`src/rtl/rv_pkg.sv`:
```
// Shared RV32I encoding constants, ImmSrc codes and loader FSM states.
// Shared by the immediate extender, the packer and the program loader.
package rv_pkg;

    typedef enum logic [1:0] {
        IMM_I = 2'b00,
        IMM_S = 2'b01,
        IMM_B = 2'b10,
        IMM_X = 2'b11
    } imm_src_e;

    localparam logic [6:0] OP_LOAD   = 7'b0000011;
    localparam logic [6:0] OP_IMM    = 7'b0010011;
    localparam logic [6:0] OP_STORE  = 7'b0100011;
    localparam logic [6:0] OP_BRANCH = 7'b1100011;
    localparam logic [6:0] OP_JALR   = 7'b1100111;

    typedef enum logic [1:0] {
        ST_IDLE  = 2'b00,
        ST_LOAD  = 2'b01,
        ST_WRITE = 2'b10,
        ST_DONE  = 2'b11
    } ld_state_e;

    // True when every bit from position lsb upward is a copy of the sign bit,
    // i.e. the value survives truncation to an (lsb+1)-bit signed field.
    function automatic logic fits_signed(input logic [31:0] v, input int unsigned lsb);
        logic signed [31:0] w_shr;
        w_shr = $signed(v) >>> lsb;
        return (w_shr == '0) || (w_shr == '1);
    endfunction

endpackage

```
`src/rtl/imm_packer.sv`:
```
// Combinational packer: decoded fields + immediate -> RV32I I/S/B word and
// a legality flag covering the format code and the immediate range.
module imm_packer
    import rv_pkg::*;
(
    input  logic [1:0]  i_fmt,
    input  logic [6:0]  i_opcode,
    input  logic [2:0]  i_funct3,
    input  logic [4:0]  i_rd,
    input  logic [4:0]  i_rs1,
    input  logic [4:0]  i_rs2,
    input  logic [31:0] i_imm,
    output logic [31:0] o_word,
    output logic        o_legal
);

    always_comb begin
        o_word  = '0;
        o_legal = 1'b0;
        case (imm_src_e'(i_fmt))
            IMM_I: begin
                o_word  = {i_imm[11:0], i_rs1, i_funct3, i_rd, i_opcode};
                o_legal = fits_signed(i_imm, 11);
            end
            IMM_S: begin
                o_word  = {i_imm[11:5], i_rs2, i_rs1, i_funct3, i_imm[4:0], i_opcode};
                o_legal = fits_signed(i_imm, 11);
            end
            // Branch offsets are always even, so imm[0] has no slot in the word.
            IMM_B: begin
                o_word  = {i_imm[12], i_imm[10:5], i_rs2, i_rs1, i_funct3,
                           i_imm[4:1], i_imm[11], i_opcode};
                o_legal = fits_signed(i_imm, 12) && !i_imm[0];
            end
            default: begin
                o_word  = '0;
                o_legal = 1'b0;
            end
        endcase
    end

endmodule

```
`src/rtl/imm_pack_loader.sv`:
```
// Program loader: accepts decoded instruction bundles, range-checks and packs
// them, and writes one word per two cycles into instruction memory.
module imm_pack_loader
    import rv_pkg::*;
#(
    parameter logic [31:0] BASE_ADDR   = 32'h0000_0000,
    parameter int unsigned DEPTH_WORDS = 64
) (
    input  logic                         clk,
    input  logic                         rst_n,
    input  logic                         start,
    input  logic                         in_valid,
    output logic                         in_ready,
    input  logic [1:0]                   in_fmt,
    input  logic [6:0]                   in_opcode,
    input  logic [2:0]                   in_funct3,
    input  logic [4:0]                   in_rd,
    input  logic [4:0]                   in_rs1,
    input  logic [4:0]                   in_rs2,
    input  logic [31:0]                  in_imm,
    input  logic                         in_last,
    output logic                         im_we,
    output logic [31:0]                  im_addr,
    output logic [31:0]                  im_wdata,
    output logic                         busy,
    output logic                         done,
    output logic                         err,
    output logic                         full,
    output logic [$clog2(DEPTH_WORDS):0] word_count
);

    localparam int unsigned          CNT_W     = $clog2(DEPTH_WORDS) + 1;
    localparam logic [CNT_W-1:0]     DEPTH_CNT = CNT_W'(DEPTH_WORDS);

    ld_state_e          r_state;
    ld_state_e          w_next;
    logic [31:0]        r_wdata;
    logic               r_last;
    logic [31:0]        r_addr;
    logic [CNT_W-1:0]   r_count;
    logic [CNT_W-1:0]   w_count_inc;
    logic               r_err;
    logic               r_full;
    logic [31:0]        w_word;
    logic               w_legal;
    logic               w_accept;
    logic               w_at_depth;

    imm_packer u_packer (
        .i_fmt    (in_fmt),
        .i_opcode (in_opcode),
        .i_funct3 (in_funct3),
        .i_rd     (in_rd),
        .i_rs1    (in_rs1),
        .i_rs2    (in_rs2),
        .i_imm    (in_imm),
        .o_word   (w_word),
        .o_legal  (w_legal)
    );

    assign w_accept    = (r_state == ST_LOAD) && in_valid;
    assign w_count_inc = r_count + CNT_W'(1);
    assign w_at_depth  = (w_count_inc == DEPTH_CNT);

    always_comb begin
        w_next = r_state;
        case (r_state)
            ST_IDLE, ST_DONE: if (start) w_next = ST_LOAD;
            ST_LOAD:          if (in_valid) w_next = w_legal ? ST_WRITE : ST_DONE;
            ST_WRITE:         w_next = (r_last || w_at_depth) ? ST_DONE : ST_LOAD;
            default:          w_next = ST_IDLE;
        endcase
    end

    // Handshake outputs decode straight from state so an async reset drops im_we at once.
    assign in_ready   = (r_state == ST_LOAD);
    assign im_we      = (r_state == ST_WRITE);
    assign busy       = (r_state == ST_LOAD) || (r_state == ST_WRITE);
    assign done       = (r_state == ST_DONE);
    assign err        = r_err;
    assign full       = r_full;
    assign im_addr    = r_addr;
    assign im_wdata   = r_wdata;
    assign word_count = r_count;

    always_ff @(posedge clk or negedge rst_n) begin
        if (!rst_n) begin
            r_state <= ST_IDLE;
            r_addr  <= BASE_ADDR;
            r_count <= '0;
            r_err   <= 1'b0;
            r_full  <= 1'b0;
            r_wdata <= '0;
            r_last  <= 1'b0;
        end else begin
            r_state <= w_next;
            case (r_state)
                ST_IDLE, ST_DONE: begin
                    if (start) begin
                        r_addr  <= BASE_ADDR;
                        r_count <= '0;
                        r_err   <= 1'b0;
                        r_full  <= 1'b0;
                    end
                end
                ST_LOAD: begin
                    if (w_accept) begin
                        if (w_legal) begin
                            r_wdata <= w_word;
                            r_last  <= in_last;
                        end else begin
                            r_err <= 1'b1;
                        end
                    end
                end
                ST_WRITE: begin
                    r_addr  <= r_addr + 32'd4;
                    r_count <= w_count_inc;
                    if (w_at_depth && !r_last) r_full <= 1'b1;
                end
                default: ;
            endcase
        end
    end

endmodule

```
`config.mk`:
```
export PLATFORM = sky130hd
export DESIGN_NAME = imm_pack_loader
export DESIGN_NICKNAME = d
export VERILOG_FILES = /design/src/rtl/rv_pkg.sv /design/src/rtl/imm_packer.sv /design/src/rtl/imm_pack_loader.sv
export SDC_FILE = /design/constraint.sdc
export NUM_CORES = 1
export LEC_CHECK = 0
export CAP_MARGIN = 20
export CELL_PAD_IN_SITES_DETAIL_PLACEMENT = 2
export CELL_PAD_IN_SITES_GLOBAL_PLACEMENT = 2
export CORE_MARGIN = 2
export CORE_UTILIZATION = 24
export DETAILED_ROUTE_END_ITERATION = 8
export PLACE_DENSITY = 0.73
export SLEW_MARGIN = 10
export SYNTH_ARGS = -nofsm -noshare
export SYNTH_HDL_FRONTEND = slang
export SYNTH_SLANG_ARGS = --single-unit
```
`constraint.sdc`:
```
create_clock -name clk -period 2.3 [get_ports clk]
set_input_delay 0.23 -clock clk [delete_from_list [all_inputs] [get_ports clk]]
set_output_delay 0.23 -clock clk [all_outputs]
set_load 0.02 [all_outputs]
```
**Yosys cells after proc, flatten, opt, wreduce, memory -nomap -nowiden**

Cells that the tools add are included.

- Register bits after elaboration: 76
- Input bits: 64
- Output and inout bits: 77
- Word-level logic and storage cells: 61

- Add/sub/neg operators: 2
- Equal/unequal tests: 13
- Mux-type cells: 17
- Reduce and logical (&&, ||, !) cells: 22

Operator list:

| operator | count |
|---|---|
| $pmux W32 S3 | 1 |
| $eq A32 B32 Y1 const B | 2 |
| $logic_not A32 Y1 | 2 |
| $pmux W32 S2 | 1 |
| $add A32 B3 Y32 const B | 1 |
| $mux W32 | 1 |
| $pmux W7 S2 | 1 |
| $add A7 B1 Y7 const B | 1 |
| $eq A7 B7 Y1 const B | 1 |
| $mux W7 | 1 |
| $eq A2 B2 Y1 const B | 3 |
| $mux W2 | 3 |
| $ne A2 B2 Y1 const B | 3 |
| $pmux W1 S2 | 3 |
| $pmux W2 S3 | 1 |
| $reduce_and A3 Y1 | 2 |
| $mux W1 | 5 |
| $eq A2 B1 Y1 const B | 2 |
| $logic_not A2 Y1 | 2 |
| $logic_or A1 B1 Y1 | 4 |
| $ne A2 B1 Y1 const B | 2 |
| $reduce_and A2 Y1 | 2 |
| $reduce_and A4 Y1 | 1 |
| $reduce_bool A2 Y1 | 2 |
| 3 further kinds | 7 |

**Depth between registers and ports, before layout**

- Depth after elaboration: 7
- Gate-level depth with buffers: 8
- Mapped depth without buffers: 6

**Hierarchy**

Synthesis repeated with hierarchy kept, for this count alone.

- Cells, all modules: 410
- Area, all modules: 4,048.9 µm²

Modules (own cells, without submodules):

| module | instances | cells an instance | area each (µm²) | seq. area each (µm²) |
|---|---|---|---|---|
| imm_pack_loader | 1 | 326 | 3,535.9 | 1,851.8 |
| imm_packer | 1 | 84 | 513.0 | 0.0 |

**Least setup slack after synthesis**

Ideal clock, no wire load.

- Path kind: register to register
- Start: register r_state[0]
- End: register r_addr[20], in the netlist im_addr[20]
- Library setup time: 0.078 ns
- Data arrival time: 2.272 ns
- Required time: 2.222 ns
- Slack: -0.050 ns
- Cell stages (with the launch flop): 9
- Path buffers: 2
- Clock period less this slack: 2.350 ns
- Cells stage by stage: dfrtp_1 inv_1 ha_1 buf_4 mux2i_2 or4_4 buf_6 or4_1 a21oi_1

- Longest elaborated chain between the ends: 4
- Elaborated cells on any way between the ends: 8
- Those cells by class: eq/ne: 3; mux: 1; reduce/logical: 4

Ends and longest elaborated chain:

| element | RTL line | source |
|---|---|---|
| start, declared | imm_pack_loader.sv:35 | `ld_state_e r_state;` |
| start signal, assigned | imm_pack_loader.sv:96 | `r_state <= w_next;` |
| $eq A2 B2 Y1 / $logic_not A2 Y1 (equally long branches) | imm_pack_loader.sv:97 | `case (r_state)` |
| $reduce_or A2 Y1 | imm_pack_loader.sv:97 |  |
| $ne A2 B2 Y1 (no line) / $reduce_bool A2 Y1 (equally long branches) | - |  |
| $reduce_and A2 Y1 (no line) | - |  |
| end signal, assigned | imm_pack_loader.sv:117 | `r_addr <= r_addr + 32'd4;` |
| end, declared | imm_pack_loader.sv:39 | `logic [31:0] r_addr;` |

Several ways; a longest one is shown, not always the timed one.
A chain may end at the register's enable or synchronous reset.

**Worst setup path after layout**

- Start: register r_state[0]
- End: register r_addr[28], in the netlist im_addr[28]

Same word-level chain as after synthesis.

==> run_results.csv <==
group,metric,value,unit
drt,drtIter0Drc,98,
drt,drt-pass1-iter-count,4,
timing,rsz0062_at_grt,"yes",
die,initial_core_util,0.245,
synth,synth_area_leader_cell,"dfrtp_1",
placed_design,dpl_worst_slack,-0.216,ns
die,die_area,18000,µm²
synth,synth.area.top_cells,"dfrtp_1 46%, mux2i_1 7.4%, nand2_1 5.7%",
cells_and_area,fillers,1803,
setup_path,cp_slowest_cell,"or4_4",
synth,synth_ff_type,"dfrtp_1",
clock_tree,cts_buffers,9,
die,die_y,134,µm
timing,max_freq,0.450,GHz
timing,maxSlewHeadroom,0.518,
timing,fin_skew,0.00683,ns
timing,setup_viol,0,
power,p_leak,2.56,nW
power,pwr-share-comb,0.313,
global_routing,grt.total_usage,0.166,
setup_path,cp-end-kind,"register",
setup_path,start_kind,"register",
die,die_width,134,µm
cells_and_area,final_nets,664,
setup_path,timing.rr.start,"r_state[0]",
placed_design,place_area,5870,µm²
power,power_frac_clock,0.330,
synth,seq_area_frac_synth,0.457,
drt,via_per_inst,4.83,
synth,synth-async-reset-ratio,1.00,
clock_tree,cts.path.max_buffers,2,
setup_path,crit_path_cell_trace,"inv_1 > ha_4 > mux2i_2 > or4_4 > or4_1 > a21oi_2",
cells_and_area,antenna_cells,0,
timing,min_period_over_period,0.966,
power,pwr_density_cell,641,nW/µm²
synth,synth.cells.most_frequent,"74 x dfrtp_1, 62 x nand2_1, 31 x inv_1, 30 x mux2i_1, 22 x a21oi_1",
setup_path,critPathMaxFanout,8,
power,switchingPower,1.34,mW
synth,synth-edff-count,0,
timing,setup_ws,0.0778,ns
cells_and_area,stdcell_area,6210,µm²
flow_run,drv_cap,0,
timing,final_hold_viol_count,0,
power,pwr-share-seq,0.357,
global_routing,grt_max_degree,46,
global_routing,grt_overflow,0,
synth,synth_top_area_share,0.457,
die,ios,141,
setup_path,crit_required,2.57,ns
die,rows,47,
global_routing,grt_pass1_vias,4524,
cells_and_area,drive_gt1_frac,0.117,
power,internal-power,2.64,mW
timing,hold_slack,0.367,ns
setup_path,critPathKind,"register to register",
placed_design,portBuffers,138,
power,peakVddDrop,0.357,mV
synth,synth_most_common_cell,"dfrtp_1",
synth,ys_ff_latch,74,
cells_and_area,areaGrowthSynthToFinish,53.1,%
die,core,16500,µm²
timing,finalMaxSlewViolations,0,
placed_design,hpwlAfterDp,11.1,mm
synth,yosysWarnings,0,
min_path,hp-class,"primary input to async pin",
timing,fin_crit,2.22,ns
drt,postRouteWirelength,14.5,mm
setup_path,cp.arrival,2.49,ns
clock_tree,cts_tree,"built",
clock_tree,cts_root_buffer,"clkbuf_16",
setup_path,slowest_delay,0.56,ns
drt,drc,0,
synth,synth_cell_types,51,
drt,drtAntennaViolNets,0,
cells_and_area,final_util,0.376,
clock_tree,path_clk_slew,0.06,ns
outcome,status,"finished clean",
drt,routed-via-count,3960,
power,switching_share,0.336,
placed_design,gp_congestion,0.757,
global_routing,antenna_found_initial,0,
synth,synth_area,4060,µm²
global_routing,grt_pass1_wl,23.5,mm
clock_tree,insertion_delay,0.34,ns
clock_tree,htreeDepth,3,
clock_tree,cts.sinks,74,
drt,wl_per_cell,17.7,µm
synth,avgSynthCellArea,9.35,µm²
timing,worst_slew_pin_slew,0.722,ns
synth,syn_inst,434,
setup_path,startpoint,"r_state[0]",
-- cells by family (layout without fill, tap and decap cells) --
logic type / Yosys count / after routing / synth area share
xor gates and xnor gates: 8 / 8 / 0.0173
buffers and inverters: 51 / 216 / 0.0527
adders and majority gates: 5 / 5 / 0.0154
AOI/OAI and AO/OA: 82 / 82 / 0.132
other: 1 / 2 / 0.000924
and+or+nand+nor: 170 / 170 / 0.214
muxes: 43 / 43 / 0.111
DFF: 74 / 74 / 0.457
-- metal layers --
metal | routed length (µm) | up-vias | GRT usage
met1 | 5790 | 1984 | 0.181
li1 | - | 1872 | -
met2 | 7610 | 92 | 0.309
met4 | 159 | 0 | 0.0443
met5 | 0 | - | 0
met3 | 920 | 12 | 0.0522
-- what timing repair did --
item                                    4_1_cts  5_1_grt
hold endpoints to repair                     29        0
endpoints found under the setup margin        1       10
setup buffers                                 0        3
resized for setup                             0        9
pin swaps                                     1        1
hold buffers                                  1        0
-- metrics by stage --
stage | setup TNS, ns | cells | power [mW]
after floorplan | 0 | 435 | 2.05
after global placement | -0.453 | 800 | 2.62
after detailed placement | -4.26 | 800 | 2.67
after CTS | 0 | 817 | 4.02
after global routing | -0.00182 | 820 | 4.22
final | 0 | 820 | 3.98
-- final timing paths --
| path | end | slack [ns] | cells past startpoint |
|---|---|---|---|
| min in group clk | im_wdata[18] | 0.44 | 3 |
| setup / recovery | im_addr[28] | 0.08 | 6 |
| max in group asynchronous | im_wdata[29] | 1.32 | 3 |
| setup reg to reg | im_addr[28] | 0.08 | 6 |
| hold reg to reg | im_wdata[20] | 0.51 | 1 |
| hold / removal | im_addr[28] | 0.37 | 2 |
-- flip-flops by register name, indices dropped and copies added, names as in the netlist --
name        cells
err             1
full            1
im_addr        30
im_wdata       32
r_last          1
r_state         2
word_count      7
-- power by group through the flow --
stage / logic, mW / registers (mW) / clock network [mW]
finish: 1.25 / 1.42 / 1.31
floorplan: 0.574 / 1.48 / 0
CTS: 1.23 / 1.42 / 1.37
detailed placement: 1.23 / 1.44 / 0
global route: 1.38 / 1.43 / 1.41
global placement: 1.18 / 1.44 / 0
-- placed cells by master, fill, tap and decap left out, types with 4 or more instances in the layout --
cell type        Yosys  final
a211oi_1             4      4
a21boi_0             5      5
a21oi_1             22     20
a22o_1               4      4
and4_1               4      4
buf_4                3     27
clkbuf_16            0      9
clkdlybuf4s50_1      0    136
dfrtp_1             74     74
inv_1               31     31
mux2_2              12     12
mux2i_1             30     30
nand2_1             62     61
nand2b_1            11     11
nand3_1             16     16
nand4_1             11     11
nor2_1              20     20
nor2b_1              5      5
nor3_1               6      6
nor4_1               9      9
o21ai_0             18     18
o31ai_1             10      9
or4_1               12     11
xor2_1               5      5
-- critical path: cells and delay by family (launching register included) --
family | cells | cell delay [ns]
multiplexers | 1 | 0.17
adder cells (fa/ha/maj) | 1 | 0.23
AND/OR/NAND/NOR | 2 | 1.08
AO/OA/AOI/OAI | 1 | 0.16
flip-flops | 1 | 0.39
buffers and inverters | 1 | 0.13
-- area by class of cell --
cell class | count | area, µm² | area share
multi-input cells | 310 | 2040 | 0.328
flip-flops and latches | 74 | 1850 | 0.298
repair buffers | 169 | 1650 | 0.266
well taps | 220 | 275 | 0.0443
clock buffers | 11 | 243 | 0.0391
inverters | 31 | 116 | 0.0187
clock inverters | 5 | 30.0 | 0.00484
Note: power is estimated with default switching activity, not from simulation.
